## src/rtl/counter_seq_ctrl_if.sv

```systemverilog
// counter_seq_ctrl_if: command valid/ready channel between host and sequencer
interface counter_seq_ctrl_if #(parameter int WIDTH = 8);
    logic             cmd_valid_in;
    logic             cmd_ready_out;
    logic [1:0]       cmd_op_in;
    logic [WIDTH-1:0] cmd_arg_in;
    modport master (output cmd_valid_in, cmd_op_in, cmd_arg_in, input cmd_ready_out);
    modport slave (input cmd_valid_in, cmd_op_in, cmd_arg_in, output cmd_ready_out);
endinterface

```

## src/rtl/counter_seq_ctrl.sv

```systemverilog
// counter_seq_ctrl: command sequencer driving the up/down counter control inputs
module counter_seq_ctrl #(parameter int WIDTH = 8) (
    input  logic             clk_in,
    input  logic             rst_in,
    counter_seq_ctrl_if.slave cmd,
    input  logic             abort_in,
    input  logic             ovf_in,
    output logic             en_ctrl_out,
    output logic             set_ctrl_out,
    output logic             up_ctrl_out,
    output logic [WIDTH-1:0] counter_val_out,
    output logic             busy_out,
    output logic             done_out,
    output logic             aborted_out,
    output logic             ovf_flag_out
);
    typedef enum logic [1:0] {IDLE, LOAD, RUN, DONE} state_t;
    localparam logic [1:0] OP_LOAD = 2'b00, OP_UP = 2'b01, OP_NOP = 2'b11;
    state_t           state_q, state_d;
    logic [WIDTH-1:0] steps_q, steps_d, arg_q, arg_d;
    logic [1:0]       op_q, op_d;
    logic             aborted_q, aborted_d, ovf_q, ovf_d, up_q, up_d, accept;
    assign cmd.cmd_ready_out = (state_q == IDLE) & rst_in;
    // next-state and register updates; RUN direction is remembered so it holds outside RUN
    always_comb begin
        state_d   = state_q;
        steps_d   = steps_q;
        op_d      = op_q;
        arg_d     = arg_q;
        aborted_d = aborted_q;
        ovf_d     = ovf_q;
        up_d      = (state_q == RUN) ? (op_q == OP_UP) : up_q;
        accept    = cmd.cmd_valid_in & cmd.cmd_ready_out;
        case (state_q)
            IDLE: if (accept) begin
                op_d      = cmd.cmd_op_in;
                arg_d     = cmd.cmd_arg_in;
                steps_d   = cmd.cmd_arg_in;
                aborted_d = 1'b0;
                ovf_d     = 1'b0;
                state_d   = (cmd.cmd_op_in == OP_LOAD) ? LOAD :
                            (cmd.cmd_op_in == OP_NOP || cmd.cmd_arg_in == '0) ? DONE : RUN;
            end
            LOAD: begin
                aborted_d = abort_in;
                state_d   = DONE;
            end
            RUN: begin
                steps_d   = steps_q - WIDTH'(1);
                ovf_d     = ovf_q | ovf_in;
                aborted_d = abort_in;
                state_d   = (abort_in || steps_q == WIDTH'(1)) ? DONE : RUN;
            end
            default: begin
                ovf_d   = ovf_q | ovf_in;
                state_d = IDLE;
            end
        endcase
    end
    // Moore decode of counter controls; abort only gates the enable
    always_comb begin
        en_ctrl_out     = (state_q == RUN) & ~abort_in;
        set_ctrl_out    = state_q == LOAD;
        up_ctrl_out     = up_d;
        counter_val_out = arg_q;
        busy_out        = (state_q == LOAD) | (state_q == RUN);
        done_out        = state_q == DONE;
        aborted_out     = aborted_q;
        ovf_flag_out    = ovf_q;
    end
    // state registers with synchronous active-low reset
    always_ff @(posedge clk_in) begin
        if (!rst_in) begin
            state_q   <= IDLE;
            steps_q   <= '0;
            op_q      <= '0;
            arg_q     <= '0;
            aborted_q <= 1'b0;
            ovf_q     <= 1'b0;
            up_q      <= 1'b0;
        end else begin
            state_q   <= state_d;
            steps_q   <= steps_d;
            op_q      <= op_d;
            arg_q     <= arg_d;
            aborted_q <= aborted_d;
            ovf_q     <= ovf_d;
            up_q      <= up_d;
        end
    end
endmodule

```

## src/flat_wrapper.sv

```systemverilog
// flat-port wrapper written by rule: the top's interface ports become plain ports
module counter_seq_ctrl_flat 
#(parameter int WIDTH = 8)
  (clk_in, rst_in, abort_in, ovf_in, en_ctrl_out, set_ctrl_out, up_ctrl_out, counter_val_out, busy_out, done_out, aborted_out, ovf_flag_out, cmd_cmd_valid_in, cmd_cmd_op_in, cmd_cmd_arg_in, cmd_cmd_ready_out);
  counter_seq_ctrl_if #(.WIDTH(WIDTH)) cmd_i ();
  input  logic clk_in;
  input  logic rst_in;
  input  logic abort_in;
  input  logic ovf_in;
  output logic en_ctrl_out;
  output logic set_ctrl_out;
  output logic up_ctrl_out;
  output logic [WIDTH-1:0] counter_val_out;
  output logic busy_out;
  output logic done_out;
  output logic aborted_out;
  output logic ovf_flag_out;
  input wire logic [$bits(cmd_i.cmd_valid_in)-1:0] cmd_cmd_valid_in;
  input wire logic [$bits(cmd_i.cmd_op_in)-1:0] cmd_cmd_op_in;
  input wire logic [$bits(cmd_i.cmd_arg_in)-1:0] cmd_cmd_arg_in;
  output wire logic [$bits(cmd_i.cmd_ready_out)-1:0] cmd_cmd_ready_out;
  assign cmd_i.cmd_valid_in = cmd_cmd_valid_in;
  assign cmd_i.cmd_op_in = cmd_cmd_op_in;
  assign cmd_i.cmd_arg_in = cmd_cmd_arg_in;
  assign cmd_cmd_ready_out = cmd_i.cmd_ready_out;
  counter_seq_ctrl #(.WIDTH(WIDTH)) u_core (.clk_in(clk_in), .rst_in(rst_in), .cmd(cmd_i), .abort_in(abort_in), .ovf_in(ovf_in), .en_ctrl_out(en_ctrl_out), .set_ctrl_out(set_ctrl_out), .up_ctrl_out(up_ctrl_out), .counter_val_out(counter_val_out), .busy_out(busy_out), .done_out(done_out), .aborted_out(aborted_out), .ovf_flag_out(ovf_flag_out));
endmodule
```

## config.mk

```make
export PLATFORM = sky130hd
export DESIGN_NAME = counter_seq_ctrl_flat
export DESIGN_NICKNAME = d
export VERILOG_FILES = /design/src/rtl/counter_seq_ctrl_if.sv /design/src/rtl/counter_seq_ctrl.sv /design/src/flat_wrapper.sv
export SDC_FILE = /design/constraint.sdc
export NUM_CORES = 1
export LEC_CHECK = 0
export BUFFER_PORTS_ARGS = -buffer_cell sky130_fd_sc_hd__buf_2
export CORE_MARGIN = 5
export CORE_UTILIZATION = 49
export CTS_BUF_LIST = sky130_fd_sc_hd__clkbuf_8
export DETAILED_ROUTE_END_ITERATION = 10
export PLACE_DENSITY = 0.76
export REMOVE_ABC_BUFFERS = 1
export SYNTH_ARGS = -nofsm -noshare
export SYNTH_HDL_FRONTEND = slang
export SYNTH_SLANG_ARGS = --single-unit
```

## constraint.sdc

```tcl
create_clock -name clk_in -period 1.5 [get_ports clk_in]
set_input_delay 0.075 -clock clk_in [delete_from_list [all_inputs] [get_ports clk_in]]
set_output_delay 0.075 -clock clk_in [all_outputs]
set_load 0.005 [all_outputs]
```

==> flow_metrics.tcl, run 1 <==
set metrics [dict create \
    status "finished clean" \
    swShare 0.415 \
    cp_num_buf_inv 3 \
    leakagePower_uw 0.000785 \
    grt_setup_unrepaired "true" \
    grt_pass1_vias 1267 \
    wl_per_cell_um 15.1 \
    synthTopCellsByCount "nand2_1 (33), dfxtp_1 (23), inv_1 (12), nand3_1 (12), a21oi_1 (9)" \
    clkTransAtPathRegs_ps 80 \
    gp_congestion 0.940 \
    clock_sinks 23 \
    crit_top_cell "buf_4" \
    end_kind "flop" \
    dieWidth_um 61.1 \
    vias_per_cell 5.60 \
    drtAntennaViolNets 0 \
    tightest_slew_ps 432 \
    drtIter0Drc 83 \
    synthesis.area_mm2 0.00128 \
    core_mm2 0.00250 \
    p_switching_uw 1440 \
    avgSynthCellArea_um2 8.06 \
    combPwrFrac 0.595 \
    min_period_over_period 0.979 \
    htree_levels 1 \
    drc 0 \
    clk_latency_ps 260 \
    holdWs_ps 25.3 \
    yosys_warnings 0 \
    synth_top_flop_cell "dfxtp_1" \
    place_worst_setup_slack_ps -110 \
    gr-usage-all-layers 0.207 \
    vias 1316 \
    yosysUniqueCellTypes 44 \
    fin_skew_ps 1.61 \
    peakVddDrop_uv 1590 \
    hpwl_um 2780 \
    wl_um 3560 \
    area_delta_synth_final_pct 30.4 \
    crit_arrival_ps 1610 \
    power_frac_clock 0.111 \
    overflow 0 \
    grt_pass1_wl_um 5850 \
    synth_top_cell_by_area "dfxtp_1" \
    synth-edff-count 0 \
    yosysTopAreaCellShare 0.359 \
    hold_buffers 0 \
    row_count 18 \
    synthCells 159 \
    synth_area_leaders "dfxtp_1 (36%), nand2_1 (9.7%), ha_1 (5.9%), nand3_1 (4.7%), a21oi_1 (3.5%)" \
    setup_tns_ps 0 \
    cp_top_family "compound AO/OA/AOI/OAI gates" \
    ios 31 \
    internal-power_uw 2030 \
    slew_violations 0 \
    rrSetupSlack_ps 30 \
    worstPathRequired_ps 1650 \
    drv_cap 0 \
    cts_buffer_depth 2 \
    cp_slowest_cell "dfxtp_4" \
    dpl_cell_area_mm2 0.00156 \
    hold_class "input pin to flop" \
    critPathKind "flop to flop" \
    io_buffers 30 \
    cts_tree "done" \
    power_density_mw_per_mm2 2080 \
    initial_core_util 0.513 \
    synth_most_common_cell "nand2_1" \
    clock.fmax_ghz 0.681 \
    slew_headroom 0.708 \
    nets 227 \
    path_cells "inv_4, ha_4, buf_4, buf_4, o21a_2, o221ai_1, a311oi_2" \
    grt_max_degree 19 \
    numCtsBuffers 3 \
    p_seq_frac 0.293 \
    seq_area_frac_synth 0.359 \
    stdcell_area_mm2 0.00167 \
    setup_ws_ps 31.3 \
    chipHeight_um 61.1 \
    antenna_found_initial 0 \
    dieArea_mm2 0.00374 \
    finalSetupViolCount 0 \
    cp-start-kind "flop" \
    first_pass_iters 4 \
    layout-drive-gt1-share 0.356 \
    n_antenna_cell 0 \
    critPathMaxStageDelay_ps 380 \
    finalCriticalPeriod_ps 1470 \
    cts_root_buf "clkbuf_8" \
    async_flop_share 0 \
    hold_violations 0 \
    path_max_fanout 6 \
    ys_seq_elements 23 \
]
-- cell usage in the layout, fill, tap and decap left out, drive strengths merged, types with 2 or more instances in the layout --
master	n
dfxtp	23
nand3	12
o221ai	3
o211ai	2
clkbuf	3
nor4	2
nor4b	3
nor2b	5
a21oi	9
inv	12
o32ai	4
and2	2
ha	6
nand3b	2
nor2	7
nor3	3
buf	49
nand2	33
o21ai	5
-- worst paths after layout --
check | startpoint | to | cells past startpoint
worst max-delay path | u_core.state_q[1] | u_core.steps_q[5] | 7
worst min register to register | u_core.counter_val_out[5] | u_core.counter_val_out[5] | 2
worst max register to register | u_core.state_q[1] | u_core.steps_q[5] | 7
worst min-delay path | cmd_cmd_arg_in[2] | u_core.counter_val_out[2] | 3
-- cells by family after synthesis --
kind of cell             count (synthesis)  synth area share
AND/OR/NAND/NOR                         74             0.300
AO/OA/AOI/OAI                           35             0.202
flip-flops                              23             0.359
buffers and inverters                   19            0.0654
adder cells (fa/ha/maj)                  6            0.0586
XOR/XNOR                                 1           0.00684
multiplexers                             1           0.00781
-- sequential cells by signal, indices dropped and copies added (netlist names) --
register                count
u_core.ovf_flag_out         1
u_core.op_q                 2
u_core.aborted_out          1
u_core.state_q              2
u_core.steps_q              8
u_core.up_q                 1
u_core.counter_val_out      8
-- worst register-to-register path, stage by stage (launching register included) --
cell and delay [ps]:
dfxtp_4 380, inv_4 50, ha_4 170, buf_4 140, buf_4 120, o21a_2 220, o221ai_1 210, a311oi_2 60
-- power by group through the flow --
stage               Combinational, µW  Sequential [µW]  Clock [µW]
floorplan                        1110              961           0
detailed placement               1860              983           0
global placement                 1820              970           0
global route                     2260             1040         423
CTS                              1960              982         398
finish                           2070             1020         387
-- routing by layer --
layer,global-route usage,routed length [µm],up-vias
li1,-,-,655
met1,0.274,1520,614
met4,0.0805,73,0
met2,0.335,1770,37
met5,0,0,-
met3,0.0356,195,10
-- stage by stage --
stage	power, µW	std cells	utilization
2_1_floorplan	2070	152	-
3_3_place_gp	2790	229	0.623
3_5_place_dp	2840	229	0.623
4_1_cts	3340	233	0.652
5_1_grt	3730	235	0.668
6_report	3470	235	0.668
-- cell type report --
class	count	area [µm²]
clock buffers	3	41.3
clock inverters	1	5.00
fillers	205	830
inverters	12	50.0
multi-input cells	117	777
flip-flops and latches	23	467
well taps	30	37.5
repair buffers	49	293
-- timing repair --
action,CTS,global route
endpoints found under the hold margin,0,0
setup endpoints to repair,11,6
resized for setup,6,11
pin swaps,1,3
buffers inserted,0,2
No activity file was read; power rests on OpenSTA's default activity.
==> run 2, diff against run 1 <==
--- a/config.mk
+++ b/config.mk
@@ -9,6 +9,6 @@
 export CORE_MARGIN = 5
-export CORE_UTILIZATION = 49
+export CORE_UTILIZATION = 59
 export CTS_BUF_LIST = sky130_fd_sc_hd__clkbuf_8
 export DETAILED_ROUTE_END_ITERATION = 10
-export PLACE_DENSITY = 0.76
+export PLACE_DENSITY = 0.86
 export REMOVE_ABC_BUFFERS = 1
==> constraint.sdc (replaced) <==
create_clock -name clk_in -period 1.8 [get_ports clk_in]
set_input_delay 0 -clock clk_in [delete_from_list [all_inputs] [get_ports clk_in]]
set_output_delay 0 -clock clk_in [all_outputs]
set_load 0.005 [all_outputs]
==> run 2 against run 1 <==
Compared with the run above: cell area is 2.5% lower; total power is 26% lower; die area is 14% lower; via count is 2.2% higher; global-route usage is 1.8 points higher; maximum frequency is 10% lower; worst hold slack better by 15 ps; register-to-register slack better by 130 ps; non-clock buffer count is 3 lower; cell count is 2.6% lower; core utilization is 14 points higher; critical path type unchanged; largest cell class unchanged.
==> flow_metrics.tcl, run 2 (synthesis results as in run 1) <==
set metrics [dict create \
    status "finished clean" \
    slew_headroom 0.737 \
    reg2reg_to "u_core.steps_q[6]" \
    clock_sinks 23 \
    critPathKind "flop to flop" \
    overflow 0 \
    gr-usage-all-layers 0.226 \
    slew_violations 0 \
    power_density_mw_per_mm2 1580 \
    drv_cap 0 \
    end_kind "flop" \
    num-fill-cells 149 \
    grt_max_degree 14 \
    clkTransAtPathRegs_ps 90 \
    vias 1345 \
    dieArea_mm2 0.00320 \
    hpwl_um 2540 \
    wl_um 3590 \
    crit_arrival_ps 1800 \
    reg2reg_from "u_core.state_q[0]" \
    layout_common_cells "nand2_1 (33), buf_2 (30), dfxtp_1 (23)" \
    area_delta_synth_final_pct 27.1 \
    chipHeight_um 56.6 \
    cts_buffer_depth 2 \
    min_period_over_period 0.910 \
    drc 0 \
    core_mm2 0.00202 \
    clock.fmax_ghz 0.611 \
    finalCriticalPeriod_ps 1640 \
    grt_pass1_wl_um 5910 \
    dieWidth_um 56.6 \
    n_antenna_cell 0 \
    tightest_slew_ps 393 \
    cp-start-kind "flop" \
    first_pass_iters 4 \
    nets 224 \
    fin_util 0.806 \
    drtIter0Drc 57 \
    finalSetupViolCount 0 \
    vias_per_cell 5.87 \
    cts_root_buf "clkbuf_8" \
    grt_setup_unrepaired "false" \
    row_count 16 \
    ios 31 \
    cts_setup_buffers 0 \
    grt_pass1_vias 1348 \
    worstPathRequired_ps 1960 \
    stdcell_area_mm2 0.00163 \
    htree_levels 1 \
    gp_congestion 0.954 \
    holdWs_ps 40.4 \
    wl_per_cell_um 15.7 \
    path_max_fanout 8 \
    startpoint "u_core.state_q[0]" \
    hold_violations 0 \
    layout_commonest_cell "nand2_1" \
    peakVddDrop_uv 998 \
    hold_class "input pin to flop" \
    io_buffers 30 \
    numCtsBuffers 3 \
    initial_core_util 0.634 \
    min_from "abort_in" \
    setup_tns_ps 0 \
    layout-drive-gt1-share 0.262 \
    clk_latency_ps 270 \
    fin_skew_ps 1.42 \
    antenna_found_initial 0 \
    drtAntennaViolNets 0 \
    cts_tree "done" \
    rrSetupSlack_ps 160 \
    reg2regPathDepth 6 \
    dpl_cell_area_mm2 0.00147 \
    critPathCapture "u_core.steps_q[6]" \
    leakagePower_uw 0.000754 \
]
[run 2: how the worst min path moves through the flow]
stage,to,slack (ps),depth (start not counted)
final,u_core.aborted_out,40,3
after global routing,u_core.aborted_out,60,3
after CTS,u_core.aborted_out,40,3
after detailed placement,u_core.op_q[0],220,3
after global placement,u_core.counter_val_out[2],220,3
after floorplan,en_ctrl_out,30,1
[run 2: power by group]
part | total, µW | switching (µW) | internal, µW
combinational | 1410 | 765 | 643
sequential | 831 | 165 | 666
clock | 338 | 183 | 155
total | 2580 | 1110 | 1460
[run 2: layout make-up]
cell class / instances / area [µm²] / area share
multi-input cells: 117 / 748 / 0.459
flip-flops and latches: 23 / 460 / 0.283
repair buffers: 46 / 295 / 0.181
inverters: 12 / 45.0 / 0.0276
clock buffers: 3 / 41.3 / 0.0253
well taps: 27 / 33.8 / 0.0207
clock inverters: 1 / 5.00 / 0.00307
[run 2: timing repair]
| item | CTS | global route |
|---|---|---|
| resized for setup | 0 | 3 |
| endpoints found under the setup margin | 0 | 2 |
| hold buffers | 10 | 0 |
| hold endpoints to repair | 10 | 0 |
[run 2: stage by stage]
| stage | instances | power [µW] | worst slack [ps] |
|---|---|---|---|
| after floorplan | 152 | 1720 | 116 |
| after global placement | 215 | 2130 | 219 |
| after detailed placement | 215 | 2180 | 127 |
| after CTS | 229 | 2520 | 96.9 |
| after global routing | 229 | 2750 | 64.5 |
| final | 229 | 2580 | 163 |
[run 2: routing by layer]
metal	vias to the layer above	wire length [µm]	GRT usage
met5	-	0	0
met3	4	223	0.0367
met2	57	1860	0.416
met1	635	1470	0.263
met4	0	33	0.0644
li1	649	-	-
[run 2: critical path: stages, from the launching register on]
cell and delay (ps):
dfxtp_1 340, inv_1 110, ha_1 330, nor2b_2 300
nor2_4 70, nor4b_2 250, o22ai_1 130
==> run 3, diff against run 2 <==
- PLACE_DENSITY: 0.86 -> 0.95
==> run 3 against run 2 <==
Compared with the run above: worst setup slack got worse by 160 ps; global-route usage up 2.5 points; sequential share of layout area is 0.13 points higher; via count rose by 8.1%; count of clock-buffer cells in the layout stayed put; sequential power grew 1%; highest routed layer unchanged.
==> flow_metrics.tcl, run 3 (synthesis results as in run 1) <==
set metrics [dict create \
    vias 1454 \
    stdcell_area_mm2 0.00162 \
    hold_violations 0 \
    finalSetupViolCount 0 \
    tightest_slew_ps 456 \
    top_layer_used "met4" \
    setup_ws_ps 6.19 \
    vias_per_cell 6.38 \
    dieWidth_um 56.6 \
    dpl_cell_area_mm2 0.00146 \
    row_count 16 \
    reg2reg_to "u_core.steps_q[5]" \
    nets 223 \
    n_antenna_cell 0 \
    internal-power_uw 1440 \
    reg2regPathDepth 6 \
    layout_commonest_cell "nand2_1" \
    peakVddDrop_uv 1180 \
    leakagePower_uw 0.000750 \
    numCtsBuffers 3 \
    wl_um 4220 \
    holdPathEnd "u_core.aborted_out" \
    crit_arrival_ps 1970 \
    grt_pass1_vias 1347 \
    path_cells "inv_1, ha_1, buf_4, o21a_2, o221ai_1, a311oi_2" \
    hold_depth 3 \
    hpwl_um 2650 \
    setup_tns_ps 0 \
    grt_pass1_wl_um 6280 \
    critPathMaxStageDelay_ps 360 \
    regArea_um2 460 \
    min_period_over_period 0.997 \
    p_switching_uw 1210 \
    gr-usage-all-layers 0.250 \
    clkTransAtPathRegs_ps 90 \
    chipHeight_um 56.6 \
    critPathKind "flop to flop" \
    cts_buffer_depth 2 \
    clock.fmax_ghz 0.557 \
    first_pass_iters 4 \
    holdWs_ps 33.0 \
    layout-drive-gt1-share 0.259 \
    combPwrFrac 0.557 \
    power_density_mw_per_mm2 1640 \
    met3WireLength_um 382 \
    area_delta_synth_final_pct 26.6 \
    drc 0 \
    num-fill-cells 126 \
    min_from "abort_in" \
    place_worst_setup_slack_ps 122 \
    drtIter0Drc 114 \
    antenna_found_initial 0 \
    drv_cap 0 \
    wl_met1_um 1490 \
    slew_headroom 0.695 \
    overflow 0 \
    initial_core_util 0.634 \
    ios 31 \
    finalCriticalPeriod_ps 1790 \
    clk_latency_ps 270 \
    cp_slowest_cell "dfxtp_1" \
    cts_root_buf "clkbuf_8" \
    cts_tree "done" \
    power_frac_clock 0.126 \
    dieArea_mm2 0.00320 \
    worstPathRequired_ps 1970 \
    drtAntennaViolNets 0 \
    layout_common_cells "nand2_1 (33), buf_2 (30), dfxtp_1 (23)" \
    fin_skew_ps 5.64 \
    clock_sinks 23 \
    status "finished clean" \
    end_kind "flop" \
    wl_per_cell_um 18.5 \
    slew_violations 0 \
    wl_met2_um 2090 \
    rrSetupSlack_ps 6 \
    grt_max_degree 19 \
    path_max_fanout 18 \
    p_seq_frac 0.317 \
    cp-start-kind "flop" \
    multi_input_area_um2 748 \
    io_buffers 30 \
    htree_levels 1 \
    gp_congestion 0.903 \
    hold_class "input pin to flop" \
    swShare 0.456 \
    reg2reg_from "u_core.state_q[0]" \
    core_mm2 0.00202 \
]
-- run 3: cell count changes in the layout (fill, tap and decap cells not counted) --
cell	change
buf_4	-1
-- run 3: worst max-delay path by stage --
stage	start	endpoint	slack [ps]	depth (start not counted)
after CTS	u_core.state_q[0]	u_core.steps_q[6]	20	6
after global routing	u_core.state_q[0]	u_core.steps_q[5]	-10	6
after global placement	u_core.state_q[0]	u_core.steps_q[0]	200	6
after floorplan	u_core.state_q[0]	u_core.steps_q[5]	120	6
after detailed placement	u_core.state_q[0]	u_core.steps_q[6]	120	6
final	u_core.state_q[0]	u_core.steps_q[5]	6	6
-- run 3: power groups by stage --
stage	Sequential [µW]	Combinational, µW	Clock (µW)
2_1_floorplan	801	922	0
3_5_place_dp	830	1330	0
5_1_grt	852	1590	349
3_3_place_gp	818	1260	0
4_1_cts	819	1370	330
6_report	841	1480	333
-- run 3: cell type report --
class / count / area share
clock buffers: 3 / 0.0255
clock inverters: 1 / 0.00309
inverters: 12 / 0.0278
multi-input cells: 117 / 0.461
flip-flops and latches: 23 / 0.284
well taps: 27 / 0.0208
repair buffers: 45 / 0.177
-- run 3: metal layers --
metal	global-route usage	up-vias
met2	0.439	100
met1	0.279	682
met5	0	-
met4	0.149	0
li1	-	644
met3	0.0413	28
-- run 3: what timing repair did --
item                                    CTS  global route
hold endpoints to repair                 10             0
buffers inserted                          0             0
hold buffers                             10             0
endpoints found under the setup margin    0             5
gates resized for setup                   0             3
-- run 3: per-stage QoR --
| stage | total power [µW] | std cells | util |
|---|---|---|---|
| finish | 2650 | 228 | 0.802 |
| global route | 2790 | 228 | 0.802 |
| CTS | 2520 | 228 | 0.796 |
| detailed placement | 2160 | 214 | 0.724 |
| global placement | 2080 | 214 | 0.724 |
| floorplan | 1720 | 152 | - |
-- run 3: critical path, delay by kind of cell, from the launching register on --
kind / cells / cell delay, ps
DFF: 1 / 360
AOI/OAI and AO/OA: 3 / 660
buffers and inverters: 2 / 380
adders and majority gates: 1 / 290
